## config.mk

```make
export PLATFORM = sky130hd
export DESIGN_NAME = y_demux4_router_flat
export DESIGN_NICKNAME = d
export VERILOG_FILES = /design/src/rtl/y_demux4_router_if.sv /design/src/rtl/y_demux4_router.sv /design/src/flat_wrapper.sv
export SDC_FILE = /design/constraint.sdc
export NUM_CORES = 1
export LEC_CHECK = 0
export BUFFER_PORTS_ARGS = -buffer_cell sky130_fd_sc_hd__buf_2
export CORE_MARGIN = 2
export CORE_UTILIZATION = 45
export CTS_CLUSTER_SIZE = 24
export DETAILED_ROUTE_END_ITERATION = 7
export PLACE_DENSITY = 0.72
export SLEW_MARGIN = 20
export SYNTH_ARGS = -nofsm -noshare
export SYNTH_HDL_FRONTEND = slang
export SYNTH_SLANG_ARGS = --single-unit
```

## constraint.sdc

```tcl
create_clock -name clk -period 2.2 [get_ports clk]
set_input_delay 0.22 -clock clk [delete_from_list [all_inputs] [get_ports clk]]
set_output_delay 0.22 -clock clk [all_outputs]
set_load 0.005 [all_outputs]
```

## src/rtl/y_demux4_router_if.sv

```systemverilog
// Bus bundle for the 1-to-4 router: one producer stream in, four consumer
// lanes out, plus the per-lane delivered-word counters.
interface y_demux4_router_if #(
    parameter int SIZE = 32,
    parameter int CW   = 8
);
    logic            in_valid;
    logic            in_ready;
    logic [SIZE-1:0] in_data;
    logic [1:0]      in_sel;
    logic [3:0]      out_valid;
    logic [3:0]      out_ready;
    logic [SIZE-1:0] z0, z1, z2, z3;
    logic [CW-1:0]   cnt0, cnt1, cnt2, cnt3;

    // Producer and consumers drive this side.
    modport master (
        output in_valid, in_data, in_sel, out_ready,
        input  in_ready, out_valid, z0, z1, z2, z3, cnt0, cnt1, cnt2, cnt3
    );

    // The router itself.
    modport slave (
        input  in_valid, in_data, in_sel, out_ready,
        output in_ready, out_valid, z0, z1, z2, z3, cnt0, cnt1, cnt2, cnt3
    );
endinterface

```

## src/rtl/y_demux4_router.sv

```systemverilog
// Registered 1-to-4 demultiplexer. Each word from the shared input stream
// lands in a one-entry register on its selected lane; lanes drain on their
// own valid/ready handshake and count the words they deliver.
module y_demux4_router #(
    parameter int SIZE = 32,
    parameter int CW   = 8
) (
    input logic              clk,
    input logic              reset_n,
    y_demux4_router_if.slave bus
);

    logic [3:0]      vld_q;
    logic [SIZE-1:0] z_q   [4];
    logic [CW-1:0]   cnt_q [4];
    logic [3:0]      load;
    logic [3:0]      drain;
    logic            in_ready_c;

    // Accept when the selected lane is empty or is draining this edge, so a
    // full lane with a ready consumer sustains one word per cycle.
    always_comb begin
        in_ready_c = ~vld_q[bus.in_sel] | bus.out_ready[bus.in_sel];
        load       = 4'b0000;
        if (bus.in_valid && in_ready_c) begin
            load[bus.in_sel] = 1'b1;
        end
        drain = vld_q & bus.out_ready;
    end

    // Lane registers, valid bits and delivered-word counters.
    always_ff @(posedge clk or negedge reset_n) begin
        if (!reset_n) begin
            vld_q <= 4'b0000;
            for (int i = 0; i < 4; i++) begin
                z_q[i]   <= '0;
                cnt_q[i] <= '0;
            end
        end else begin
            vld_q <= load | (vld_q & ~drain);
            for (int i = 0; i < 4; i++) begin
                // z keeps its last value after drain; only a load replaces it.
                if (load[i]) begin
                    z_q[i] <= bus.in_data;
                end
                if (drain[i]) begin
                    cnt_q[i] <= cnt_q[i] + CW'(1);
                end
            end
        end
    end

    assign bus.in_ready  = in_ready_c;
    assign bus.out_valid = vld_q;
    assign bus.z0        = z_q[0];
    assign bus.z1        = z_q[1];
    assign bus.z2        = z_q[2];
    assign bus.z3        = z_q[3];
    assign bus.cnt0      = cnt_q[0];
    assign bus.cnt1      = cnt_q[1];
    assign bus.cnt2      = cnt_q[2];
    assign bus.cnt3      = cnt_q[3];

endmodule

```

## src/flat_wrapper.sv

```systemverilog
// flat-port wrapper written by rule: the top's interface ports become plain ports
module y_demux4_router_flat 
#(
    parameter int SIZE = 32,
    parameter int CW   = 8
)
  (clk, reset_n, bus_in_valid, bus_in_data, bus_in_sel, bus_out_ready, bus_in_ready, bus_out_valid, bus_z0, bus_z1, bus_z2, bus_z3, bus_cnt0, bus_cnt1, bus_cnt2, bus_cnt3);
  y_demux4_router_if #(.SIZE(SIZE), .CW(CW)) bus_i ();
  input logic clk;
  input logic reset_n;
  input wire logic [$bits(bus_i.in_valid)-1:0] bus_in_valid;
  input wire logic [$bits(bus_i.in_data)-1:0] bus_in_data;
  input wire logic [$bits(bus_i.in_sel)-1:0] bus_in_sel;
  input wire logic [$bits(bus_i.out_ready)-1:0] bus_out_ready;
  output wire logic [$bits(bus_i.in_ready)-1:0] bus_in_ready;
  output wire logic [$bits(bus_i.out_valid)-1:0] bus_out_valid;
  output wire logic [$bits(bus_i.z0)-1:0] bus_z0;
  output wire logic [$bits(bus_i.z1)-1:0] bus_z1;
  output wire logic [$bits(bus_i.z2)-1:0] bus_z2;
  output wire logic [$bits(bus_i.z3)-1:0] bus_z3;
  output wire logic [$bits(bus_i.cnt0)-1:0] bus_cnt0;
  output wire logic [$bits(bus_i.cnt1)-1:0] bus_cnt1;
  output wire logic [$bits(bus_i.cnt2)-1:0] bus_cnt2;
  output wire logic [$bits(bus_i.cnt3)-1:0] bus_cnt3;
  assign bus_i.in_valid = bus_in_valid;
  assign bus_i.in_data = bus_in_data;
  assign bus_i.in_sel = bus_in_sel;
  assign bus_i.out_ready = bus_out_ready;
  assign bus_in_ready = bus_i.in_ready;
  assign bus_out_valid = bus_i.out_valid;
  assign bus_z0 = bus_i.z0;
  assign bus_z1 = bus_i.z1;
  assign bus_z2 = bus_i.z2;
  assign bus_z3 = bus_i.z3;
  assign bus_cnt0 = bus_i.cnt0;
  assign bus_cnt1 = bus_i.cnt1;
  assign bus_cnt2 = bus_i.cnt2;
  assign bus_cnt3 = bus_i.cnt3;
  y_demux4_router #(.SIZE(SIZE), .CW(CW)) u_core (.clk(clk), .reset_n(reset_n), .bus(bus_i));
endmodule
```

==> results of run 1 <==
## cells in the mapped netlist
cell / n
mux4_2: 1
nand2b_1: 4
nand3_1: 3
clkbuf_2: 1
mux2_1: 4
xnor2_1: 24
nor3b_4: 1
dfrtp_1: 164
and4_1: 2
nor2_1: 4
nand4_1: 12
and2_1: 2
nor2b_2: 1
mux2_2: 128
and3_1: 5
inv_1: 2
or3b_2: 2
buf_6: 9
xor2_1: 4
buf_2: 5
nor2b_1: 1
nand3b_1: 1
ha_1: 4
nand2_1: 15
o21ai_0: 1
clkbuf_1: 2
## worst paths after layout
kind,slack [ps],start,depth (start not counted),to
setup / recovery,440,u_core.bus.out_valid[0],3,bus_in_ready
hold / removal,70,bus_in_data[5],2,u_core.bus.z2[5]
setup reg to reg,540,u_core.bus.out_valid[2],4,u_core.bus.z2[8]
hold reg to reg,470,u_core.bus.cnt3[7],1,u_core.bus.cnt3[7]
max in group asynchronous,1080,reset_n,3,u_core.bus.z2[14]
min in group asynchronous,370,reset_n,2,u_core.bus.z0[7]
## metal layers
layer / wire length [µm] / share of wire [%]
met4: 226 / 1.6
met1: 6120 / 43
met5: 0 / 0
met2: 6900 / 48
met3: 1010 / 7.1
## metrics by stage
step                      hold WS (ps)  instance area, µm²  total power (µW)  util, %
final                             74.5                8160              8540     59.0
after global routing              58.0                8160              9040     59.0
after global placement             234                7610              5860     55.1
after floorplan                  -75.6                6370              4920        -
after detailed placement           251                7610              5960     55.1
after CTS                         53.5                8160              8660     59.0
## final cells by class
cell class / instances / area, µm² / area share [%]
timing repair buffer: 217 / 1160 / 14.2
sequential: 164 / 4100 / 50.3
clock buffer: 23 / 488 / 5.98
tap: 180 / 225 / 2.76
inverter: 2 / 7.51 / 0.0920
clock inverter: 8 / 51.3 / 0.628
multi-input combinational: 219 / 2120 / 26.0
## worst reg2reg max path, stage by stage, from the launching register on
cell,delay [ps]
dfrtp_1,380
nand2b_1,120
nor3b_4,210
buf_4,420
mux2_2,410
## registers in the layout (all words and copies together), names as in the netlist
register              cells
u_core.bus.cnt0           8
u_core.bus.cnt1           8
u_core.bus.cnt2           8
u_core.bus.cnt3           8
u_core.bus.out_valid      4
u_core.bus.z0            32
u_core.bus.z1            32
u_core.bus.z2            32
u_core.bus.z3            32
## power groups by stage
stage	logic [µW]	registers [µW]	clock network [µW]
floorplan	727	4190	0
global placement	1710	4150	0
detailed placement	1770	4190	0
CTS	1780	4150	2740
global route	1940	4230	2870
finish	1730	4140	2670
## cells by family after synthesis
| family | share of synthesized area, % |
|---|---|
| flip-flops | 64.5 |
| buffers and inverters | 2.30 |
| XOR/XNOR | 3.85 |
| adder cells (fa/ha/maj) | 0.786 |
| multiplexers | 23.7 |
| AND/OR/NAND/NOR | 4.82 |
| AO/OA/AOI/OAI | 0.0785 |
==> flow_summary.yaml, run 1 <==
status:
  outcome: "completed"
floorplanning:
  die-height_um: 123
  rows: 43
  start_util_pct: 46.0
  die_area_mm2: 0.0151
  ios: 206
  die_w_um: 123
  core_mm2: 0.0138
worst_setup_path:
  path_class: "flip-flop to primary output"
  path_cells: "nand2b_1, mux4_2, buf_2"
  worst_setup_path_end_kind: "primary output"
  start_kind: "flip-flop"
  crit_fanout: 5
  required_ps: 1980
  crit_buf_inv: 1
  crit_arrival_ps: 1540
  cpPeakStageDelay_ps: 460
  slowest_stage: "mux4_2"
  crit_family: "multiplexers"
logic_synthesis:
  yosysWarnings: 0
  synth_top_area_cell: "dfrtp_1"
  synth_area_mm2: 0.00637
  synth.distinct_cells: 26
  synth_area_leaders: "dfrtp_1, mux2_2, xnor2_1"
  avgSynthCellArea_um2: 15.8
  syn_inst: 402
  yosys.area.top_type_share_pct: 64.5
  synth_seq_cells: 164
  synth_nets: 447
  ys_seq_area_share_pct: 64.5
place:
  dp_slack_ps: 550
  numPlacedInstances: 781
  dp_hpwl_mm: 10.1
  finalWeightedCongestion: 0.817
  portBuffers: 205
timing:
  max_slew_margin_pct: 60.1
  hold_viol: 0
  min_period_ps: 1760
  finalCritPeriodShare_pct: 80.0
  fin_setup_tns_ps: 0
  setup_violations: 0
  setup_ws_ps: 440
  max_freq_mhz: 568
  tightest_slew_ps: 598
  grt_setup_unrepaired: "no"
  slew_violations: 0
  finClkSkew_ps: 6.02
finish:
  num_antenna_cells: 0
  mostFrequentLayoutCells: "buf_2, dfrtp_1, mux2_2"
  fin_cells: 813
  final_common_cell: "buf_2"
  drive_above_1_share_pct: 60.0
  nets: 666
  fillers: 1115
  syn_to_final_growth_pct: 28.2
cts:
  cts_tree: "done"
  cts_setup_buffers: 0
  clk_latency_ps: 410
  cts_resized: 0
  cts_made_buffers: 17
  path_clk_slew_ps: 60
  cts_sinks: 164
  cts.path.max_buffers: 2
  ctsHtreeMaxLevel: 4
  postCtsHoldBufs: 1
  cts-root-buf: "clkbuf_16"
global_routing:
  grt_first_pass_wirelength_mm: 21.8
  grt_pass1_vias: 4022
  met1_usage_pct: 25.2
  grt_usage_pct: 19.3
  grt_max_degree: 63
  grt_overflow: 0
  top_usage_layer: "met2"
  grtUsageMet2_pct: 30.0
  grt_antenna_before_repair: 0
  use_met3_pct: 7.01
pwr:
  p_comb_share_pct: 20.3
  power.switching_uw: 2310
  intPower_uw: 6240
  netSwitchingFraction_pct: 27.0
  p_clk_share_pct: 31.2
  p_leak_uw: 0.00392
  peakVddDrop_v: 0.000558
  power_density_mw_per_mm2: 1050
  power_frac_seq_pct: 48.5
detailed_routing:
  drt-pass1-iter-count: 4
  drt_iter0_markers: 159
  wl_per_cell_um: 17.5
  drc_errors: 0
  dr_total_vias: 4059
  ant_nets: 0
  via_per_inst: 4.99
  routed_wl_mm: 14.2
run:
  drv_cap: 0
hold_path:
  holdCritPathClass: "input port to flip-flop"
Power figures use the tool's default switching activity.
==> run 2, diff against run 1 <==
PLACE_DENSITY = 0.75   (was 0.72)
clock period = 1.5 ns   (was 2.2 ns; I/O delays follow)
==> flow_summary.yaml, run 2 (synthesis results as in run 1) <==
cts:
  cts-root-buf: "clkbuf_16"
  ctsHtreeMaxLevel: 4
  path_clk_slew_ps: 60
  cts_sinks: 164
  cts_tree: "done"
  cts_made_buffers: 17
  cts.path.max_buffers: 2
  clk_latency_ps: 410
detailed_routing:
  drc_errors: 0
  ant_nets: 0
  wl_per_cell_um: 19.1
  routed_wl_mm: 16.3
  drt-pass1-iter-count: 4
  drt_iter0_markers: 198
  via_per_inst: 5.03
  dr_total_vias: 4295
floorplanning:
  die_area_mm2: 0.0151
  core_mm2: 0.0138
  die-height_um: 123
  rows: 43
  ios: 206
  die_w_um: 123
  start_util_pct: 46.0
finish:
  final_cell_area_mm2: 0.00904
  final_common_cell: "buf_2"
  drive_above_1_share_pct: 59.9
  mostFrequentLayoutCells: "buf_2, dfrtp_1, mux2_4"
  nets: 707
  syn_to_final_growth_pct: 42.0
worst_setup_path:
  critPathLaunch: "u_core.bus.out_valid[1]"
  r2r_setup_slack_ps: -70
  regToRegStartpoint: "u_core.bus.out_valid[0]"
  crit_fanout: 3
  required_ps: 1350
  crit_arrival_ps: 1480
  start_kind: "flip-flop"
  path_class: "flip-flop to primary output"
  worst_setup_path_end_kind: "primary output"
place:
  portBuffers: 205
  dp_slack_ps: 27.4
  dp_hpwl_mm: 10.2
  finalWeightedCongestion: 0.777
  place_area_mm2: 0.00769
pwr:
  p_leak_uw: 0.00449
  power_density_mw_per_mm2: 1460
  peakVddDrop_v: 0.000788
  finalPower_uw: 13200
global_routing:
  grt_pass1_vias: 4227
  grt_antenna_before_repair: 1
  grt_overflow: 0
  grt_usage_pct: 19.4
  grt_max_degree: 52
  grt_first_pass_wirelength_mm: 22.2
status:
  violations: "setup timing"
  outcome: "complete, but fails checks"
timing:
  grt_setup_unrepaired: "yes"
  tightest_slew_ps: 361
  setup_violations: 65
  hold_ws_ps: 21.5
  finClkSkew_ps: 9.04
  min_period_ps: 1630
  max_freq_mhz: 614
  fin_setup_tns_ps: -2520
  setup_ws_ps: -130
  hold_viol: 0
  slew_violations: 0
  max_slew_margin_pct: 76.0
  finalCritPeriodShare_pct: 109
hold_path:
  holdCritPathClass: "input port to flip-flop"
  min_from: "bus_in_data[17]"
run:
  drv_cap: 0
[run 2: cell types whose count changed in the layout (fill, tap and decap cells not counted), sizes merged]
cell	before	now
clkinvlp	3	2
bufinv	0	2
buf	216	234
clkbuf	23	27
dlygate4sd3	1	18
diode	0	1
[run 2: final timing paths]
path | cells after the start | to
setup / recovery | 3 | bus_in_ready
hold / removal | 2 | u_core.bus.z2[17]
setup reg to reg | 7 | u_core.bus.z0[16]
hold reg to reg | 1 | u_core.bus.cnt3[7]
max in group asynchronous | 3 | u_core.bus.z1[10]
min in group asynchronous | 2 | u_core.bus.z2[5]
[run 2: where the power goes]
part | internal [µW] | switching [µW]
Combinational | 1850 | 1170
Clock | 2430 | 1660
Sequential | 5400 | 708
Total | 9670 | 3530
[run 2: per-stage QoR]
step                      instances  utilization (%)
final                           854             65.4
after global routing            854             65.4
after CTS                       839             61.2
after detailed placement        786             55.6
after global placement          786             55.6
after floorplan                 402                -
[run 2: area by class of cell]
| cell class | instances | area, µm² |
|---|---|---|
| Fill cell | 1022 | 4790 |
| Sequential cell | 164 | 4100 |
| Clock inverter | 9 | 108 |
| Timing Repair Buffer | 258 | 1730 |
| Clock buffer | 21 | 440 |
| Inverter | 2 | 7.51 |
| Tap cell | 180 | 225 |
| Antenna cell | 1 | 2.50 |
| Multi-Input combinational cell | 219 | 2420 |
[run 2: metal layers]
metal / up-vias / wire length [µm] / share of wire [%] / GRT usage (%)
li1: 1917 / - / - / -
met1: 2206 / 6940 / 43 / 23.8
met2: 153 / 8180 / 50 / 32.0
met3: 19 / 962 / 5.9 / 5.54
met4: 0 / 235 / 1.4 / 8.41
met5: - / 0 / 0 / 0
[run 2: critical path, cell delays in order, from the launching register on]
cell and delay [ps]:
dfrtp_1 340, nand2b_1 100, mux4_2 470, buf_2 160
[run 2: timing repair]
action                     CTS  global route
setup endpoints to repair    1            87
hold buffers                18             0
cloned                       0             9
setup buffers                5             5
hold endpoints to repair   118             0
pin swaps                    0             0
gates resized for setup      1            94
==> run 3, diff against run 2 <==
RECOVER_POWER = 100   (was unset)
==> flow_summary.yaml, run 3 (synthesis results as in run 1) <==
global_routing:
  grt_usage_pct: 19.4
  grt_pass1_vias: 4227
  grt_overflow: 0
  grt_max_degree: 52
  grt_first_pass_wirelength_mm: 22.2
  grt_antenna_before_repair: 1
timing:
  finClkSkew_ps: 9.16
  hold_viol: 0
  hold_ws_ps: 21.4
  grt_setup_unrepaired: "yes"
  finalCritPeriodShare_pct: 109
  slew_violations: 0
  max_freq_mhz: 613
  max_slew_margin_pct: 35.7
  setup_ws_ps: -131
  min_period_ps: 1630
  setup_violations: 65
  tightest_slew_ps: 965
worst_setup_path:
  crit_fanout: 3
  worst_setup_path_end_kind: "primary output"
  path_class: "flip-flop to primary output"
  start_kind: "flip-flop"
  crit_arrival_ps: 1480
  required_ps: 1350
floorplanning:
  die-height_um: 123
  rows: 43
  core_mm2: 0.0138
  ios: 206
  die_area_mm2: 0.0151
  start_util_pct: 46.0
  die_w_um: 123
detailed_routing:
  drt_iter0_markers: 177
  wl_per_cell_um: 19.1
  dr_total_vias: 4300
  via_per_inst: 5.04
  drt-pass1-iter-count: 4
  ant_nets: 0
  routed_wl_mm: 16.3
  drc_errors: 0
status:
  outcome: "complete, but fails checks"
  violations: "setup timing"
place:
  dp_hpwl_mm: 10.2
  numPlacedInstances: 786
  dp_slack_ps: 27.4
  portBuffers: 205
  finalWeightedCongestion: 0.777
cts:
  cts_made_buffers: 17
  ctsHtreeMaxLevel: 4
  path_clk_slew_ps: 60
  cts-root-buf: "clkbuf_16"
  cts.path.max_buffers: 2
  clk_latency_ps: 410
  cts_sinks: 164
  cts_tree: "done"
finish:
  fin_util_pct: 65.3
  fillers: 1023
  multiInputGateArea_mm2: 0.00242
  mostFrequentLayoutCells: "buf_2, dfrtp_1, mux2_4"
  nets: 707
  drive_above_1_share_pct: 59.9
  regArea_mm2: 0.00410
  syn_to_final_growth_pct: 41.8
  final_common_cell: "buf_2"
  fin_cells: 854
pwr:
  peakVddDrop_v: 0.000788
  p_leak_uw: 0.00449
  power_density_mw_per_mm2: 1460
run:
  drv_cap: 0
hold_path:
  holdCritPathClass: "input port to flip-flop"
## run 3: what timing repair did
item / in CTS / in global routing
gates resized for setup: 1 / 94
setup endpoints to repair: 1 / 87
endpoints found under the hold margin: 118 / 0
pin swaps: 0 / 0
hold buffers: 18 / 0
cloned: 0 / 9
setup buffers: 5 / 5
## run 3: area by class of cell
cell class | count | share of cell area (%)
antenna | 1 | 0.0277
clock buffer | 21 | 4.88
clock inverter | 9 | 1.19
inverter | 2 | 0.0831
multi-input combinational | 219 | 26.8
sequential | 164 | 45.5
tap | 180 | 2.49
timing repair buffer | 258 | 19.1
## run 3: worst paths after layout
check                      slack (ps)                     from  depth (start not counted)                 end
max                              -130  u_core.bus.out_valid[1]                          3        bus_in_ready
min                                20          bus_in_data[17]                          2   u_core.bus.z2[17]
max reg2reg                       -70  u_core.bus.out_valid[0]                          7   u_core.bus.z0[16]
min reg2reg                       470       u_core.bus.cnt3[7]                          1  u_core.bus.cnt3[7]
max in group asynchronous         200                  reset_n                          3   u_core.bus.z1[10]
min in group asynchronous         430                  reset_n                          2    u_core.bus.z2[5]
## run 3: metrics by stage
step / setup TNS (ps) / cell area (µm²) / power, µW
6_report: -2510 / 9030 / 13200
5_1_grt: -7400 / 9030 / 13900
3_3_place_gp: 0 / 7690 / 8590
2_1_floorplan: 0 / 6370 / 7210
4_1_cts: -171 / 8460 / 12900
3_5_place_dp: 0 / 7690 / 8750
## run 3: critical path, cell delays in order (launching register included)
cell and delay [ps]:
dfrtp_1 340, nand2b_1 100, mux4_2 470, buf_2 160
## run 3: metal layers
metal	up-vias	global-route usage (%)	wire length [µm]
li1	1919	-	-
met1	2210	23.8	6910
met2	152	32.0	8190
met3	19	5.54	976
met4	0	8.41	235
met5	-	0	0
## run 3: power by group
group	total [µW]	leakage [µW]	switching (µW)	internal (µW)
combinational	3010	0.00225	1170	1840
sequential	6110	0.00198	709	5400
clock	4090	0.000263	1660	2430
total	13200	0.00449	3530	9670
